--- src/rtl/fifo_pkg.sv ---
`default_nettype none
// ============================================================================
// Package : fifo_pkg
// Brief   : Shared FIFO helpers: pointer width, occupancy math, status struct.
// Rev     : 1.0  initial release
// ============================================================================
package fifo_pkg;

    // One extra pointer bit distinguishes full from empty.
    function automatic int ptr_width(input int aw);
        return aw + 1;
    endfunction

    function automatic logic [31:0] calc_usedw(
        input logic [31:0] wr_ptr,
        input logic [31:0] rd_ptr,
        input int          pw
    );
        logic [31:0] mask;
        mask = (32'd1 << pw) - 32'd1;
        return (wr_ptr - rd_ptr) & mask;
    endfunction

    typedef struct packed {
        logic empty;
        logic full;
        logic almost_full;
        logic almost_empty;
    } fifo_status_t;

endpackage
`default_nettype wire

--- src/rtl/fifo_ram.sv ---
`default_nettype none
// ============================================================================
// Module : fifo_ram
// Brief  : Simple dual-port RAM, one write port and one registered read port.
// Rev    : 1.0  initial release
// ============================================================================
module fifo_ram #(
    parameter int DWIDTH = 8,
    parameter int AWIDTH = 4
) (
    input  logic              clk_i,
    input  logic              rst_i,
    input  logic              we_i,
    input  logic [AWIDTH-1:0] waddr_i,
    input  logic [DWIDTH-1:0] wdata_i,
    input  logic              re_i,
    input  logic [AWIDTH-1:0] raddr_i,
    output logic [DWIDTH-1:0] rdata_o
);

    logic [DWIDTH-1:0] mem_q [2**AWIDTH];
    logic [DWIDTH-1:0] rdata_q;

    always_ff @(posedge clk_i) begin
        if (we_i) begin
            mem_q[waddr_i] <= wdata_i;
        end
    end

    // Read register is cleared so the FIFO output powers up at zero.
    always_ff @(posedge clk_i) begin
        if (rst_i) begin
            rdata_q <= '0;
        end else if (re_i) begin
            rdata_q <= mem_q[raddr_i];
        end
    end

    assign rdata_o = rdata_q;

endmodule
`default_nettype wire

--- src/rtl/sc_fifo.sv ---
`default_nettype none
// ============================================================================
// Module : sc_fifo
// Brief  : Single-clock FIFO with show-ahead/normal modes and sticky errors.
// Rev    : 1.0  initial release
// ============================================================================
module sc_fifo
    import fifo_pkg::*;
#(
    parameter int DWIDTH             = 8,
    parameter int AWIDTH             = 4,
    parameter int SHOWAHEAD          = 1,
    parameter int REGISTER_OUTPUT    = 0,
    parameter int ALMOST_FULL_VALUE  = 12,
    parameter int ALMOST_EMPTY_VALUE = 2
) (
    input  logic              clk_i,
    input  logic              srst_i,
    input  logic [DWIDTH-1:0] data_i,
    input  logic              wrreq_i,
    input  logic              rdreq_i,
    input  logic              clr_err_i,
    output logic [DWIDTH-1:0] q_o,
    output logic              empty_o,
    output logic              full_o,
    output logic [AWIDTH:0]   usedw_o,
    output logic              almost_full_o,
    output logic              almost_empty_o,
    output logic              overflow_o,
    output logic              underflow_o
);

    localparam int                 c_PTR_W  = ptr_width(AWIDTH);
    localparam logic [c_PTR_W-1:0] c_AF_THR = c_PTR_W'(ALMOST_FULL_VALUE);
    localparam logic [c_PTR_W-1:0] c_AE_THR = c_PTR_W'(ALMOST_EMPTY_VALUE);

    logic [c_PTR_W-1:0] wr_ptr_q, wr_ptr_d;
    logic [c_PTR_W-1:0] rd_ptr_q, rd_ptr_d;
    logic [c_PTR_W-1:0] w_usedw;
    logic               ovf_q, ovf_d;
    logic               udf_q, udf_d;
    logic               w_wr_acc, w_rd_acc;
    fifo_status_t       w_status;
    logic [AWIDTH-1:0]  w_raddr;
    logic               w_re;
    logic [DWIDTH-1:0]  w_ram_q;

    assign w_usedw = c_PTR_W'(calc_usedw(32'(wr_ptr_q), 32'(rd_ptr_q), c_PTR_W));

    always_comb begin
        w_status.empty        = (wr_ptr_q == rd_ptr_q);
        w_status.full         = (wr_ptr_q[AWIDTH-1:0] == rd_ptr_q[AWIDTH-1:0]) &&
                                (wr_ptr_q[AWIDTH] != rd_ptr_q[AWIDTH]);
        w_status.almost_full  = (w_usedw >= c_AF_THR);
        w_status.almost_empty = (w_usedw <  c_AE_THR);
    end

    assign w_wr_acc = wrreq_i && !w_status.full;
    assign w_rd_acc = rdreq_i && !w_status.empty;

    always_comb begin
        wr_ptr_d = wr_ptr_q;
        rd_ptr_d = rd_ptr_q;
        ovf_d    = ovf_q;
        udf_d    = udf_q;
        if (w_wr_acc) wr_ptr_d = wr_ptr_q + c_PTR_W'(1);
        if (w_rd_acc) rd_ptr_d = rd_ptr_q + c_PTR_W'(1);
        // A fresh violation outranks a clear in the same cycle.
        if (clr_err_i) begin
            ovf_d = 1'b0;
            udf_d = 1'b0;
        end
        if (wrreq_i && w_status.full)  ovf_d = 1'b1;
        if (rdreq_i && w_status.empty) udf_d = 1'b1;
    end

    always_ff @(posedge clk_i) begin
        if (srst_i) begin
            wr_ptr_q <= '0;
            rd_ptr_q <= '0;
            ovf_q    <= 1'b0;
            udf_q    <= 1'b0;
        end else begin
            wr_ptr_q <= wr_ptr_d;
            rd_ptr_q <= rd_ptr_d;
            ovf_q    <= ovf_d;
            udf_q    <= udf_d;
        end
    end

    fifo_ram #(
        .DWIDTH (DWIDTH),
        .AWIDTH (AWIDTH)
    ) u_ram (
        .clk_i   (clk_i),
        .rst_i   (srst_i),
        .we_i    (w_wr_acc && !srst_i),
        .waddr_i (wr_ptr_q[AWIDTH-1:0]),
        .wdata_i (data_i),
        .re_i    (w_re),
        .raddr_i (w_raddr),
        .rdata_o (w_ram_q)
    );

    if (SHOWAHEAD != 0) begin : g_showahead
        logic              byp_q;
        logic [DWIDTH-1:0] byp_data_q;

        // Prefetch the next head; a write landing on that slot is forwarded.
        assign w_raddr = rd_ptr_d[AWIDTH-1:0];
        assign w_re    = w_wr_acc || w_rd_acc;

        always_ff @(posedge clk_i) begin
            if (srst_i) begin
                byp_q      <= 1'b0;
                byp_data_q <= '0;
            end else if (w_re) begin
                byp_q      <= w_wr_acc && (wr_ptr_q[AWIDTH-1:0] == rd_ptr_d[AWIDTH-1:0]);
                byp_data_q <= data_i;
            end
        end

        assign q_o = byp_q ? byp_data_q : w_ram_q;
    end else begin : g_normal
        assign w_raddr = rd_ptr_q[AWIDTH-1:0];
        assign w_re    = w_rd_acc;

        if (REGISTER_OUTPUT != 0) begin : g_outreg
            logic              vld_q;
            logic [DWIDTH-1:0] out_q;

            always_ff @(posedge clk_i) begin
                if (srst_i) begin
                    vld_q <= 1'b0;
                    out_q <= '0;
                end else begin
                    vld_q <= w_rd_acc;
                    if (vld_q) out_q <= w_ram_q;
                end
            end

            assign q_o = out_q;
        end else begin : g_direct
            assign q_o = w_ram_q;
        end
    end

    assign empty_o        = w_status.empty;
    assign full_o         = w_status.full;
    assign almost_full_o  = w_status.almost_full;
    assign almost_empty_o = w_status.almost_empty;
    assign usedw_o        = w_usedw;
    assign overflow_o     = ovf_q;
    assign underflow_o    = udf_q;

endmodule
`default_nettype wire
--- config.mk ---
export PLATFORM = sky130hd
export DESIGN_NAME = sc_fifo
export DESIGN_NICKNAME = d
export VERILOG_FILES = /design/src/rtl/fifo_pkg.sv /design/src/rtl/fifo_ram.sv /design/src/rtl/sc_fifo.sv
export SDC_FILE = /design/constraint.sdc
export NUM_CORES = 1
export LEC_CHECK = 0
export BUFFER_PORTS_ARGS = -buffer_cell sky130_fd_sc_hd__buf_4
export CORE_UTILIZATION = 55
export DETAILED_ROUTE_END_ITERATION = 12
export GPL_TIMING_DRIVEN = 0
export HOLD_SLACK_MARGIN = 0.15
export PLACE_DENSITY_LB_ADDON = 0.05
export SLEW_MARGIN = 20
export SYNTH_ARGS = -nofsm -noshare
export SYNTH_HDL_FRONTEND = slang
export SYNTH_SLANG_ARGS = --single-unit
--- constraint.sdc ---
create_clock -name clk_i -period 3.3 [get_ports clk_i]
set_clock_uncertainty 0.05 [all_clocks]
set_input_delay 0.165 -clock clk_i [delete_from_list [all_inputs] [get_ports clk_i]]
set_output_delay 0.165 -clock clk_i [all_outputs]
set_load 0.01 [all_outputs]
Word level (Yosys, flattened, before mapping):

Memories as Yosys holds them, arrays and structs flattened. A register that Yosys moved wholly into a read port is not among the register bits.
Index checks and enable logic that the tools add are counted.

* logic and storage cells: 37
* RAM bits: 128
* output and inout bits: 19
* bits of input ports: 13
* register bits after elaboration: 21
* memories: 1

* $lt $le $gt $ge: 2
* mux-type cells: 7
* equal/unequal tests: 4
* $add $sub $neg: 3
* reduce and logical (&&, ||, !) cells: 13

Memories
* u_ram.mem_q: depth 16, width 8, rd ports 1, clocked after Yosys merged registers in 1, wr ports 1, line fifo_ram.sv:21 `logic [DWIDTH-1:0] mem_q [2**AWIDTH];`

Operators with widths (count)
* $add 5x1->5 const B: 2
* $eq 4x4->1: 2
* $mux 8: 1
* $logic_and 1x1->1: 7
* $eq 5x5->1: 1
* $ge 5x4->1 const B: 1
* $lt 5x2->1 const B: 1
* $mux 1: 5
* $sub 5x5->5: 1
* $mux 4: 1
* $reduce_bool 2->1: 2
* $logic_not 1->1: 3
* $logic_or 1x1->1: 1
* $ne 1x1->1: 1

Depth between registers and ports, before layout:

Gate-level depths: netlist of run 1.

* depth in word-level cells: 7
* mapped depth: 12
* gate-level depth less buffers: 8

Hierarchy:

From an unflattened synthesis of run 1, not the netlist that was laid out.

* cell total of the unflattened synthesis: 452
* area total of the unflattened synthesis: 6576.3 µm²

By module, submodules not included
* fifo_ram: seq. area each 4003.8 µm², cells an instance 316, times used 1, area an instance 5343.9 µm²
* sc_fifo: seq. area each 420.4 µm², cells an instance 136, times used 1, area an instance 1232.4 µm²

Least setup slack after synthesis of run 1:

No wires, ideal clock.

* path type: reg-to-reg
* from: register rd_ptr_q[1]
* to: memory u_ram.mem_q[0][0] (enable)
* slack: 0.330 ns
* stages on the path, launching flop included: 10
* required time: 2.867 ns
* data arrival time: 2.537 ns
* path through: dfxtp_1 > buf_2 > buf_2 > inv_1 > ha_1 > nand4_2 > o21ai_1 > nor2_1 > nand2_1 > nor3_1

* cells in the longest elaborated chain, start to end: 7

Ends and longest elaborated chain
* start: declaration: line sc_fifo.sv:38 `logic [c_PTR_W-1:0] rd_ptr_q, rd_ptr_d;`
* start signal: assignment: line sc_fifo.sv:85 `rd_ptr_q <= rd_ptr_d;`
* $eq 4x4->1: line sc_fifo.sv:52 `w_status.full = (wr_ptr_q[AWIDTH-1:0] == rd_ptr_q[AWIDTH-1:0]) &&`
* $logic_and 1x1->1: line sc_fifo.sv:52
* $logic_not 1->1: line sc_fifo.sv:58 `assign w_wr_acc = wrreq_i && !w_status.full;`
* $logic_and 1x1->1: line sc_fifo.sv:58
* $logic_and 1x1->1: line sc_fifo.sv:97 `.we_i (w_wr_acc && !srst_i),`
* $mux 1: line fifo_ram.sv:25 `if (we_i) begin`
* $mux 1 (not written as such): line fifo_ram.sv:26 `mem_q[waddr_i] <= wdata_i;`
* end: declaration: line fifo_ram.sv:21

Every way passes these cells.

Worst setup path in the final report of run 1:

* from: register rd_ptr_q[1]
* to: register u_ram.rdata_q[7], in the netlist u_ram.rdata_o[7], read port of u_ram.mem_q

* cells in the longest elaborated chain, start to end: 5

Ends and longest elaborated chain
* parallel branches: the longest is 5 deep, another holds $add 5x1->5
* end: declaration: line fifo_ram.sv:22 `logic [DWIDTH-1:0] rdata_q;`

Several ways; the timed one is not identified.
A chain may end at the register's enable or synchronous reset.

==> results of run 1 <==
area by class of cell:
cell class | count | share of cell area [%]
clock buffers | 18 | 4.554
well taps | 180 | 2.390
flip-flops and latches | 157 | 46.95
clock inverters | 14 | 1.766
multi-input cells | 332 | 37.00
inverters | 16 | 0.6373
plain buffers | 32 | 1.925
repair buffers | 49 | 4.780
metrics by stage:
step	power [W]	instances	hold slack, ns	setup TNS (ns)
2_1_floorplan	0.003403	537	0.2139	0
4_1_cts	0.005864	798	0.4068	0
3_5_place_dp	0.003867	748	0.3758	-46.26
5_1_grt	0.006076	798	0.4200	0
6_report	0.005868	798	0.4031	0
3_3_place_gp	0.003846	748	0.3643	-58.49
synth_stat cells (all sizes together):
cell type	count	area share [%]
edfxtp	128	48
mux4	56	16
nor2	55	2.6
mux2i	41	5.1
dfxtp	29	7.3
nand2	28	1.3
mux2	25	3.5
buf	22	1.7
a21oi	16	1.0
inv	16	0.75
xnor2	12	1.3
nor2b	11	0.86
clkbuf	10	0.52
ha	9	1.4
a211oi	8	1.3
a222oi	8	1.0
o221ai	8	0.88
o22a	8	0.88
o22ai	8	0.63
nor3	6	0.44
xor2	5	0.64
a21o	4	0.38
nand2b	3	0.24
nand3	3	0.19
o21ai	3	0.24
nand4	2	0.24
nor4	2	0.35
o211ai	2	0.19
or3	2	0.16
a31oi	1	0.16
and3	1	0.078
fa	1	0.25
nand3b	1	0.094
o21a	1	0.11
o21ba	1	0.13
o31ai	1	0.094
registers in the layout, indices dropped and copies added, names as in the netlist:
| register | flops |
|---|---|
| underflow_o | 1 |
| u_ram.rdata_o | 8 |
| u_ram.mem_q | 128 |
| rd_ptr_q | 5 |
| overflow_o | 1 |
| g_showahead.byp_q | 1 |
| wr_ptr_q | 5 |
| g_showahead.byp_data_q | 8 |
cell usage in the layout, fill, tap and decap left out, drive strengths merged, types with 7 or more instances in the layout:
cell,count
nor2b,11
mux4,56
nor2,55
xnor2,12
o221ai,8
mux2i,41
a222oi,8
buf,59
a211oi,8
inv,19
edfxtp,128
dlygate4sd3,13
a21oi,16
clkinv,7
ha,9
o22a,8
clkbuf,27
nand2,28
o22ai,8
dfxtp,29
mux2,25
worst paths after layout:
check	cells past startpoint	start	slack, ns	end
setup / recovery	11	rd_ptr_q[1]	0.21	u_ram.rdata_o[7]
hold / removal	2	g_showahead.byp_data_q[1]	0.40	g_showahead.byp_data_q[1]
setup reg to reg	11	rd_ptr_q[1]	0.21	u_ram.rdata_o[7]
hold reg to reg	2	g_showahead.byp_data_q[1]	0.40	g_showahead.byp_data_q[1]
power by group through the flow:
stage	sequential [W]	clock, W	combinational, W
detailed placement	0.00227	0	0.00160
floorplan	0.00226	0	0.00114
CTS	0.00223	0.00199	0.00164
finish	0.00223	0.00198	0.00166
global placement	0.00227	0	0.00158
global route	0.00224	0.00207	0.00177
worst min-delay path: cells and delay by family (launching register included):
family | cells | cell delay (ns)
compound gates | 1 | 0.05
flops | 1 | 0.31
simple gates | 1 | 0.05
timing repair:
action	CTS	global route
endpoints found under the setup margin	136	129
pin swaps	6	0
hold buffers	13	0
hold endpoints to repair	140	0
buffers inserted	5	0
gates resized for setup	35	8
kinds of logic after synthesis:
| kind of cell | after synthesis | synth area share (%) |
|---|---|---|
| DFF | 157 | 55.47 |
| adders and majority gates | 10 | 1.663 |
| AOI/OAI and AO/OA | 69 | 6.933 |
| and+or+nand+nor | 114 | 6.541 |
| buffers and inverters | 48 | 2.949 |
| muxes | 122 | 24.49 |
| xor gates and xnor gates | 17 | 1.961 |
metal layers:
metal  vias up  wire length [µm]  track usage (%)
met5         -                 0                0
met4         0               617            12.50
met3        59              1646            7.435
met2       268              9722            46.63
met1      2619              8155            38.03
li1       2261                 -                -
==> metrics, run 1 <==
n_diodes 0; synthesized area per cell 14.85 µm²; Crit Path Max Fanout 10; Crit-path slowest cell dfxtp_1; Synthesized Nets 560; TritonRoute pass-1 iters 9; crit share post-route 93.65%; Post-DP Area 0.008454 mm²; VDD IR max 615.8 µV; Antenna Nets Post-Route 0; post-layout util 67.37%; Die Width 122.4 µm; Crit path top cell by count buf_4; fillers 985; storage element area 0.004424 mm²; worst skew pair latency 0.44 ns; outcome complete, no violations; Int Pwr 0.004177 W; footprint of the multi-input gates 0.003487 mm²; grt total ovfl 0; pwr dens 622.7 mW/mm²; Via density 6.525; total die area 0.01499 mm²; sw frac 28.83%; Worst EP required 3.54 ns; row cnt 43; Seq/Total Area, Yosys 55.47%; Design Area, Final 0.009424 mm²; routed len/inst 25.24 µm; first-pass GRT wire length 30680 µm; min Tclk post-route 3.090 ns; initial antenna violation count 0; CTS root buf clkbuf_16; Synth Warn # 0; gr usage total 29.22%; layout cell share with drive strength beyond 1 33.50%; Achievable Freq 0.3236 GHz; Max Cap Viol 0; CP Launch Type flop; WS Path Type reg -> reg; Rel. slew slack 38.85%; Initial Util 57.02%; Core Region 0.01399 mm²; vias after detailed routing 5207; Post-DP HPWL 13430 µm; critical path's top delay family buffers and inverters; Psw 0.001692 W; Buf+Inv Stages, Crit Path 5; # IOs 32; sequential power share 38.0%; ordered list of cells on the worst path buf_4 -> buf_4 -> inv_1 -> ha_1 -> nand4_2 -> o21ai_2 -> buf_6 -> buf_4 -> mux2i_2 -> o22a_1 -> a211oi_2; chip height 122.4 µm; CTS tree done; WP data arrival 3.33 ns; pre-CTS setup slack -0.4355 ns; Reg clk slew, reported paths 0.06 ns; RSZ-0062 raised after global routing false; number of global-route vias before repair 5344; power share of the clock group 33.7%; max-slew violations 0; CTS Buf Count 17; Logic pwr share 28.3%; H-tree depth 4; iteration-0 DRC count of the detailed router 620; Hold Vio Cnt, Final 0; worst hold path type reg -> reg; gp weighted congestion 0.8520; Final WS setup 0.2095 ns; count of final setup violators 0; cell count after synthesis 537; WL final 20140 µm; CP peak stage delay 0.36 ns; Remaining DRCs 0; Mapped Area 0.007976 mm²; Leak 3.175 nW; crit path capture type flop; # nets final 628; largest net degree at the start of global routing 18; Port Buffers 31; Synth-to-Final Area Change 18.15%; Slew @ Worst Pin 0.9173 ns; clock sink count 157; maximum buffer depth of the clock tree 2; synth unique cells 47; Synth Register Bits 157
Power figures use the tool's default switching activity.
==> run 2: changes to the inputs <==
--- a/config.mk
+++ b/config.mk
@@ -10,7 +10,8 @@
 export DETAILED_ROUTE_END_ITERATION = 12
 export GPL_TIMING_DRIVEN = 0
 export HOLD_SLACK_MARGIN = 0.15
-export PLACE_DENSITY_LB_ADDON = 0.05
+export PLACE_DENSITY = 0.77
+export SETUP_SLACK_MARGIN = 0.4
 export SLEW_MARGIN = 20
 export SYNTH_ARGS = -nofsm -noshare
 export SYNTH_HDL_FRONTEND = slang
==> run 2 against run 1 <==
Combinational power increased by 5%. Sequential cell count unchanged. Wire length increased by 0.95%. Non-clock buffer count increased by 5.
==> metrics, run 2 (same netlist as run 1, synthesis figures left out) <==
outcome complete, no violations; total die area 0.01499 mm²; Synth-to-Final Area Change 19.25%; Final WS setup 0.4882 ns; count of final setup violators 0; most common cell after layout, fill and taps aside edfxtp_1; worst hold path type reg -> reg; WP data arrival 2.90 ns; vias after detailed routing 5299; Achievable Freq 0.3556 GHz; gp weighted congestion 0.9633; hold slack 0.4027 ns; CTS root buf clkbuf_16; n_diodes 0; CTS tree done; Leak 3.211 nW; CTS Buf Count 17; fillers 927; min Tclk post-route 2.812 ns; worst skew pair latency 0.43 ns; chip height 122.4 µm; Max Cap Viol 0; H-tree depth 4; initial antenna violation count 0; number of global-route vias before repair 5318; gr usage total 28.51%; pre-CTS setup slack -0.3132 ns; Die Width 122.4 µm; footprint of the multi-input gates 0.003577 mm²; Rel. slew slack 33.88%; Initial Util 57.02%; Via density 6.599; max-slew violations 0; routed len/inst 25.32 µm; iteration-0 DRC count of the detailed router 677; TritonRoute pass-1 iters 7; layout cell share with drive strength beyond 1 36.92%; storage element area 0.004428 mm²; Core Region 0.01399 mm²; maximum buffer depth of the clock tree 2; Antenna Nets Post-Route 0; Crit-path slowest cell dfxtp_2; Crit Path Max Fanout 10; Worst EP required 3.38 ns; Post-DP Area 0.008454 mm²; CP peak stage delay 0.36 ns; Port Buffers 31; pwr dens 605.3 mW/mm²; RSZ-0062 raised after global routing false; Largest register FFs 128; # nets final 633; row cnt 43; VDD IR max 422.6 µV; crit share post-route 85.20%; Design Area, Final 0.009512 mm²; critical path's top delay family simple AND/OR/NAND/NOR gates; crit path capture type flop; Largest Register u_ram.mem_q; most frequent cells in the layout edfxtp_1, mux4_2, buf_4, nor2_1, mux2i_1; largest net degree at the start of global routing 18; WL final 20330 µm; CP Launch Type flop; first-pass GRT wire length 30300 µm; # IOs 32; Slew @ Worst Pin 0.9917 ns; grt total ovfl 0; Remaining DRCs 0; ordered list of cells on the worst path inv_1 -> buf_2 -> ha_4 -> nand4_4 -> o21ai_2 -> nor2_2 -> nand2_2 -> nor3_4 -> buf_4; clock sink count 157; Buf+Inv Stages, Crit Path 3; WS Path Type reg -> reg; Post-DP HPWL 13210 µm; Hold Vio Cnt, Final 0; Reg clk slew, reported paths 0.06 ns
[run 2: cell count changes in the layout (fill, tap and decap cells not counted), sizes merged]
cell / previous run / this run
buf: 59 / 64
clkbuf: 27 / 32
bufinv: 3 / 0
clkinv: 7 / 6
clkinvlp: 1 / 0
[run 2: stage by stage]
stage / setup TNS, ns / cells / total power, W / util, %
after detailed placement: -31.04 / 748 / 0.003863 / 60.44
after CTS: 0 / 803 / 0.005711 / 67.64
after global routing: 0 / 803 / 0.005957 / 68.00
final: 0 / 803 / 0.005757 / 68.00
after floorplan: 0 / 537 / 0.003404 / -
after global placement: -32.15 / 748 / 0.003829 / 60.37
[run 2: tightest hold or removal path: cells and delay by family, from the launching register on]
kind	cells	cell delay, ns
compound gates	1	0.05
flops	1	0.31
simple gates	1	0.05
[run 2: final timing paths]
kind,from,to,slack [ns],cells past startpoint
max reg2reg,rd_ptr_q[2],u_ram.mem_q[0][2],0.49,9
min reg2reg,g_showahead.byp_data_q[7],g_showahead.byp_data_q[7],0.40,2
max,rd_ptr_q[2],u_ram.mem_q[0][2],0.49,9
min,g_showahead.byp_data_q[7],g_showahead.byp_data_q[7],0.40,2
[run 2: repair_timing]
item,4_1_cts,5_1_grt
endpoints found under the setup margin,149,31
setup buffers,10,0
pin swaps,6,6
gates resized for setup,55,13
hold endpoints to repair,141,0
hold buffers,13,0
[run 2: power by group]
part | switching [W] | internal, W
Combinational | 0.000907 | 0.000830
Sequential | 0.0000335 | 0.00220
Clock | 0.000756 | 0.00103
[run 2: area by class of cell]
| type | instances | share of cell area (%) |
|---|---|---|
| Clock buffer | 23 | 5.078 |
| Timing Repair Buffer | 54 | 4.999 |
| Clock inverter | 9 | 0.6314 |
| Tap cell | 180 | 2.368 |
| Sequential cell | 157 | 46.55 |
| Multi-Input combinational cell | 332 | 37.61 |
| Buffer | 32 | 2.131 |
| Inverter | 16 | 0.6314 |
[run 2: per-layer routing]
layer / routed length [µm] / global-route usage [%] / up-vias
met1: 7953 / 37.94 / 2668
met4: 731 / 14.10 / 0
met5: 0 / 0 / -
met2: 9801 / 43.75 / 310
met3: 1848 / 7.249 / 57
li1: - / - / 2264
